===== src/rtl/jtframe_cen_pkg.sv =====
// Shared types and helpers for the clock-enable scheduler.
// Lock FSM states plus width helpers for the counters.
package jtframe_cen_pkg;

  typedef enum logic [1:0] {
    WAIT_LOCK,
    COUNT,
    RUN
  } lock_state_e;

  function automatic int cw(input int v);
    return (v > 1) ? $clog2(v) : 1;
  endfunction

  function automatic logic [31:0] lo_mask(input int k);
    return (32'd1 << k) - 32'd1;
  endfunction

endpackage


===== src/rtl/jtframe_cen_sched_if.sv =====
// Rate inputs and enable outputs of the scheduler.
// The core side is master, the scheduler is slave.
interface jtframe_cen_sched_if #(
  parameter int W  = 10,
  parameter int WC = 3
);
  logic [W-1:0]  n;
  logic [W-1:0]  m;
  logic          halt;
  logic          rst_out;
  logic [WC-1:0] cen;
  logic [WC-1:0] cenb;
  logic          debt_sat;

  modport master (
    output n, m, halt,
    input  rst_out, cen, cenb, debt_sat
  );

  modport slave (
    input  n, m, halt,
    output rst_out, cen, cenb, debt_sat
  );
endinterface


===== src/rtl/jtframe_lock_seq.sv =====
// PLL lock qualifier: holds the core in reset until
// pll_locked has been stable for LOCK_CNT cycles.
module jtframe_lock_seq
  import jtframe_cen_pkg::*;
#(
  parameter int LOCK_CNT = 1024
) (
  input  logic clk,
  input  logic rst,
  input  logic pll_locked,
  output logic run,
  output logic rst_out
);

  localparam int LW = cw(LOCK_CNT);
  localparam logic [LW-1:0] LAST = LW'(LOCK_CNT - 1);

  lock_state_e   state_q, state_d;
  logic [LW-1:0] lcnt_q, lcnt_d;

  always_ff @(posedge clk or posedge rst) begin
    if (rst) begin
      state_q <= WAIT_LOCK;
      lcnt_q  <= '0;
    end else begin
      state_q <= state_d;
      lcnt_q  <= lcnt_d;
    end
  end

  always_comb begin
    state_d = state_q;
    lcnt_d  = lcnt_q;
    unique case (state_q)
      WAIT_LOCK: begin
        lcnt_d = '0;
        if (pll_locked) state_d = COUNT;
      end
      COUNT: begin
        if (!pll_locked) begin
          state_d = WAIT_LOCK;
          lcnt_d  = '0;
        end else if (lcnt_q == LAST) begin
          state_d = RUN;
          lcnt_d  = '0;
        end else begin
          lcnt_d = lcnt_q + 1'b1;
        end
      end
      RUN: begin
        lcnt_d = '0;
        if (!pll_locked) state_d = WAIT_LOCK;
      end
      default: begin
        state_d = WAIT_LOCK;
        lcnt_d  = '0;
      end
    endcase
  end

  assign rst_out = (state_q != RUN);
  // Gated by the live lock so enables stop on the same edge the FSM leaves RUN
  assign run = (state_q == RUN) & pll_locked;

endmodule


===== src/rtl/jtframe_cen_sched.sv =====
// Fractional clock-enable generator with halt debt and
// binary sub-multiples, released by the lock sequencer.
module jtframe_cen_sched
  import jtframe_cen_pkg::*;
#(
  parameter int W        = 10,
  parameter int WC       = 3,
  parameter int LOCK_CNT = 1024,
  parameter int MAXDEBT  = 3
) (
  input logic clk,
  input logic rst,
  input logic pll_locked,
  jtframe_cen_sched_if.slave bus
);

  localparam int DW = cw(MAXDEBT + 1);
  localparam int CW = (WC > 1) ? WC - 1 : 1;
  localparam logic [DW-1:0] DMAX = DW'(MAXDEBT);

  logic run;
  logic rst_out_w;

  jtframe_lock_seq #(
    .LOCK_CNT(LOCK_CNT)
  ) u_lock (
    .clk       (clk),
    .rst       (rst),
    .pll_locked(pll_locked),
    .run       (run),
    .rst_out   (rst_out_w)
  );

  logic [W:0]    acc_q, acc_d;
  logic [DW-1:0] debt_q, debt_d;
  logic [CW-1:0] cnt_q, cnt_d;
  logic [WC-1:0] cen_q, cen_d;
  logic [WC-1:0] cenb_q, cenb_d;
  logic          sat_q, sat_d;

  logic [W-1:0] ne;
  logic [W:0]   s;
  logic         tick;
  logic         e;

  always_ff @(posedge clk or posedge rst) begin
    if (rst) begin
      acc_q  <= '0;
      debt_q <= '0;
      cnt_q  <= '0;
      cen_q  <= '0;
      cenb_q <= '0;
      sat_q  <= 1'b0;
    end else begin
      acc_q  <= acc_d;
      debt_q <= debt_d;
      cnt_q  <= cnt_d;
      cen_q  <= cen_d;
      cenb_q <= cenb_d;
      sat_q  <= sat_d;
    end
  end

  always_comb begin
    ne    = (bus.n < bus.m) ? bus.n : bus.m;
    // acc stays below 2^W, so W+1 bits hold the sum
    s     = acc_q + {1'b0, ne};
    tick  = 1'b0;
    acc_d = s;
    if (bus.m == '0) begin
      acc_d = '0;
    end else if (s >= {1'b0, bus.m}) begin
      tick  = 1'b1;
      acc_d = s - {1'b0, bus.m};
    end

    e = !bus.halt & (tick | (debt_q != '0));

    debt_d = debt_q;
    sat_d  = 1'b0;
    if (bus.halt & tick) begin
      if (debt_q == DMAX) sat_d = 1'b1;
      else                debt_d = debt_q + 1'b1;
    end else if (!bus.halt & !tick & (debt_q != '0)) begin
      debt_d = debt_q - 1'b1;
    end

    cnt_d     = e ? cnt_q + 1'b1 : cnt_q;
    cen_d     = '0;
    cenb_d    = '0;
    cen_d[0]  = e;
    for (int k = 1; k < WC; k++) begin
      cen_d[k]  = e & ((32'(cnt_q) & lo_mask(k)) == lo_mask(k));
      cenb_d[k] = e & ((32'(cnt_q) & lo_mask(k)) == (lo_mask(k) >> 1));
    end

    if (!run) begin
      acc_d  = '0;
      debt_d = '0;
      cnt_d  = '0;
      cen_d  = '0;
      cenb_d = '0;
      sat_d  = 1'b0;
    end
  end

  assign bus.rst_out  = rst_out_w;
  assign bus.cen      = cen_q;
  assign bus.cenb     = cenb_q;
  assign bus.debt_sat = sat_q;

endmodule


===== src/flat_wrapper.sv =====
// flat-port wrapper written by rule: the top's interface ports become plain ports
module jtframe_cen_sched_flat import jtframe_cen_pkg::*;
#(
  parameter int W        = 10,
  parameter int WC       = 3,
  parameter int LOCK_CNT = 1024,
  parameter int MAXDEBT  = 3
)
  (clk, rst, pll_locked, bus_n, bus_m, bus_halt, bus_rst_out, bus_cen, bus_cenb, bus_debt_sat);
  jtframe_cen_sched_if #(.W(W), .WC(WC)) bus_i ();
  input logic clk;
  input logic rst;
  input logic pll_locked;
  input wire logic [$bits(bus_i.n)-1:0] bus_n;
  input wire logic [$bits(bus_i.m)-1:0] bus_m;
  input wire logic [$bits(bus_i.halt)-1:0] bus_halt;
  output wire logic [$bits(bus_i.rst_out)-1:0] bus_rst_out;
  output wire logic [$bits(bus_i.cen)-1:0] bus_cen;
  output wire logic [$bits(bus_i.cenb)-1:0] bus_cenb;
  output wire logic [$bits(bus_i.debt_sat)-1:0] bus_debt_sat;
  assign bus_i.n = bus_n;
  assign bus_i.m = bus_m;
  assign bus_i.halt = bus_halt;
  assign bus_rst_out = bus_i.rst_out;
  assign bus_cen = bus_i.cen;
  assign bus_cenb = bus_i.cenb;
  assign bus_debt_sat = bus_i.debt_sat;
  jtframe_cen_sched #(.W(W), .WC(WC), .LOCK_CNT(LOCK_CNT), .MAXDEBT(MAXDEBT)) u_core (.clk(clk), .rst(rst), .pll_locked(pll_locked), .bus(bus_i));
endmodule

===== config.mk =====
export PLATFORM = sky130hd
export DESIGN_NAME = jtframe_cen_sched_flat
export DESIGN_NICKNAME = d
export VERILOG_FILES = /design/src/rtl/jtframe_cen_pkg.sv /design/src/rtl/jtframe_cen_sched_if.sv /design/src/rtl/jtframe_lock_seq.sv /design/src/rtl/jtframe_cen_sched.sv /design/src/flat_wrapper.sv
export SDC_FILE = /design/constraint.sdc
export NUM_CORES = 1
export LEC_CHECK = 0
export ABC_AREA = 1
export BUFFER_PORTS_ARGS = -buffer_cell sky130_fd_sc_hd__buf_2
export CAP_MARGIN = 20
export CORE_ASPECT_RATIO = 0.5
export CORE_UTILIZATION = 40
export DETAILED_ROUTE_END_ITERATION = 8
export GPL_ROUTABILITY_DRIVEN = 1
export PLACE_DENSITY = 0.59
export REMOVE_ABC_BUFFERS = 1
export SYNTH_ARGS = -nofsm -noshare
export SYNTH_HDL_FRONTEND = slang
export SYNTH_SLANG_ARGS = --single-unit

===== constraint.sdc =====
create_clock -name clk -period 9 [get_ports clk]
set_clock_uncertainty 0.05 [all_clocks]
set_input_delay 0.9 -clock clk [delete_from_list [all_inputs] [get_ports clk]]
set_output_delay 0.9 -clock clk [all_outputs]
set_load 0.02 [all_outputs]

==> results.py <==
metrics = {
    "sta": {
        "maxSlewViolCount": 0,
        "rsz0062_at_grt": "false",
        "worst_slack_ns": 3.937,
        "max_freq_mhz": 197.5,
        "fin_crit_sh": 0.5626,
        "final-hold-violation-count": 0,
        "setup_violations": 0,
        "finalCriticalPeriod_ns": 5.063,
        "fin_hold_ws_ns": 0.4105,
        "setup-tns-final_ns": 0,
    },
    "worst_setup_path": {
        "r2r_end": "u_core.cnt_q[0]",
        "crit_path_end_kind": "flop",
        "arrival_ns": 5.23,
        "reg2reg_slack_ns": 5.51,
        "r2r-start": "u_core.acc_q[0]",
        "cp.required_ns": 9.17,
        "rr_worst_depth": 20,
        "slowest_delay_ns": 0.44,
        "crit_path_max_fanout": 23,
        "crit_type": "input pin to flop",
        "path_common_cell": "nand2_2",
        "worst_path_max_delay_cell": "fa_1",
        "critPathLaunchType": "input pin",
    },
    "logic_synthesis": {
        "syn_inst": 376,
        "ys_seq_elements": 33,
        "ys_top_cells_by_count": "nand2_1, inv_1, nor2_1, a21oi_1, dfrtp_1",
        "syn_area_mm2": 0.002764,
        "yosysTopAreaCell": "dfrtp_1",
        "synth_seq_area_share": 0.2988,
        "ys_top_cells_by_area": "dfrtp_1, ha_1, nand2_1",
        "yosys_warnings": 0,
        "yosysTopAreaCellShare": 0.2988,
        "synth_cell_type_count": 41,
        "async_reset_ff_frac": 1.000,
        "synth.avg_cell_area_um2": 7.351,
        "synth.most_common_cell": "nand2_1",
        "synth_top_flop_cell": "dfrtp_1",
        "synth-edff-count": 0,
    },
    "grt": {
        "track_usage": 0.1886,
        "antenna_found_initial": 0,
        "grt_max_degree": 34,
        "grt_pass1_wl_um": 10670,
        "grt-ovfl-total": 0,
        "grt_pass1_vias": 2449,
    },
    "detailed_routing": {
        "wirelength_um": 6228,
        "dr_total_vias": 2427,
        "viasPerCell": 4.873,
        "drc_errors": 0,
        "avgRoutedWirePerCell_um": 12.51,
        "firstDrtPassIters": 4,
        "drt-initial-drc-count": 120,
        "drtAntennaViolNets": 0,
    },
    "clock_tree": {
        "cts_tree": "done",
        "htree_num_levels": 2,
        "hold_buffers": 0,
        "postCtsResizedCells": 0,
        "clock_path_buffers": 2,
        "cts_buffers": 5,
        "clkLatencyLatePin_ns": 0.28,
        "clkSinkCount": 33,
        "cts_setup_buffers": 0,
        "clkTransAtPathRegs_ns": 0.05,
        "clockRootBuffer": "clkbuf_16",
    },
    "power": {
        "vdd.ir_drop.worst_mv": 0.08691,
        "cell_internal_pwr_mw": 0.3281,
        "share_comb_of_total_power": 0.279,
        "p_switching_mw": 0.1532,
        "switching_share": 0.3183,
        "power_frac_seq": 0.313,
        "p_total_mw": 0.4813,
        "clkPwrFrac": 0.408,
        "power_density_mw_per_mm2": 151.3,
        "leakage_nw": 1.683,
    },
    "floorplan": {
        "fp.dieH_um": 60.78,
        "start_util": 0.4348,
        "die_w_um": 119.6,
        "num_io_pins": 32,
        "core_mm2": 0.006356,
        "die_area_mm2": 0.007267,
        "num_rows": 20,
    },
    "placement": {
        "dp_cells": 490,
        "dpl-instance-area_mm2": 0.003010,
        "dp_slack_ns": 3.633,
        "port_buffers": 30,
        "gp_congestion": 0.9026,
        "dpl.hpwl_um": 5020,
    },
    "finish": {
        "finish.instance_area_mm2": 0.003182,
        "drive_gt1_frac": 0.1512,
        "fin_util": 0.5006,
        "n_fill_cell": 638,
        "diodes": 0,
        "area_delta_synth_final_pct": 15.12,
        "instances_no_fill": 498,
        "final_nets": 467,
    },
    "run": {
        "cap_viol_max_count": 0,
    },
    "min_path": {
        "holdPathEnd": "u_core.u_lock.lcnt_q[0]",
        "hp-start": "u_core.u_lock.lcnt_q[0]",
        "hold_depth": 1,
        "hp-class": "flop to flop",
    },
    "run_status": {
        "status": "completed",
    },
}
==> flip-flops by register name (all words and copies together), names as in the netlist <==
register               cells
u_core.debt_q              2
u_core.bus.debt_sat        1
u_core.acc_q              11
u_core.cnt_q               2
u_core.bus.cen             3
u_core.u_lock.state_q      2
u_core.u_lock.lcnt_q      10
u_core.bus.cenb            2
==> layout by cell type (no fill, tap or decap), types with 5 or more instances in the layout <==
cell,n
xor2_1,11
o21ai_0,15
dfrtp_1,33
inv_1,52
a21oi_1,43
inv_2,5
nor2_1,51
nand3_1,10
nand2_2,6
ha_1,32
clkbuf_16,5
buf_2,30
nor3_1,6
nand2_1,67
==> worst max-delay path: cells and delay by family <==
family | cells | cell delay (ns)
compound gates | 5 | 0.74
xor+xnor | 1 | 0.16
simple gates | 14 | 1.47
buf+inv | 5 | 0.59
fa+ha+maj | 4 | 1.34
==> worst max path at each step <==
stage / slack (ns) / depth (start not counted) / endpoint / start
3_5_place_dp: 3.63 / 29 / u_core.bus.cenb[1] / bus_m[9]
3_3_place_gp: 3.75 / 29 / u_core.cnt_q[0] / bus_m[9]
5_1_grt: 3.55 / 30 / u_core.debt_q[0] / bus_m[9]
4_1_cts: 3.91 / 29 / u_core.bus.cenb[1] / bus_m[9]
2_1_floorplan: 3.89 / 25 / u_core.debt_q[1] / bus_m[9]
6_report: 3.94 / 29 / u_core.cnt_q[0] / bus_m[9]
==> kinds of logic after synthesis <==
group	synth area share
other	0.001357
AO/OA/AOI/OAI	0.1471
flip-flops	0.2988
adder cells (fa/ha/maj)	0.1593
XOR/XNOR	0.04753
buffers and inverters	0.08783
AND/OR/NAND/NOR	0.2580
==> area by class of cell <==
cell class | instances | area (µm²) | area share
multi-input combinational | 280 | 1695 | 0.5328
sequential | 33 | 825.8 | 0.2595
inverter | 57 | 214.0 | 0.06724
timing repair buffer | 32 | 165.2 | 0.05191
clock buffer | 5 | 125.1 | 0.03932
tap | 88 | 110.1 | 0.03460
clock inverter | 3 | 46.29 | 0.01455
==> power groups by stage <==
stage	Clock [mW]	Sequential (mW)	Combinational, mW
after floorplan	0	0.153	0.0992
after global placement	0	0.153	0.129
after detailed placement	0	0.153	0.131
after CTS	0.199	0.151	0.133
after global routing	0.209	0.151	0.151
final	0.196	0.151	0.134
==> layer usage <==
layer / GRT usage / share of wire / vias to the layer above
li1: - / - / 1285
met1: 0.2445 / 0.51 / 1090
met2: 0.3270 / 0.44 / 41
met3: 0.03853 / 0.039 / 11
met4: 0.05536 / 0.0090 / 0
met5: 0 / 0 / -
Power figures use the tool's default switching activity.
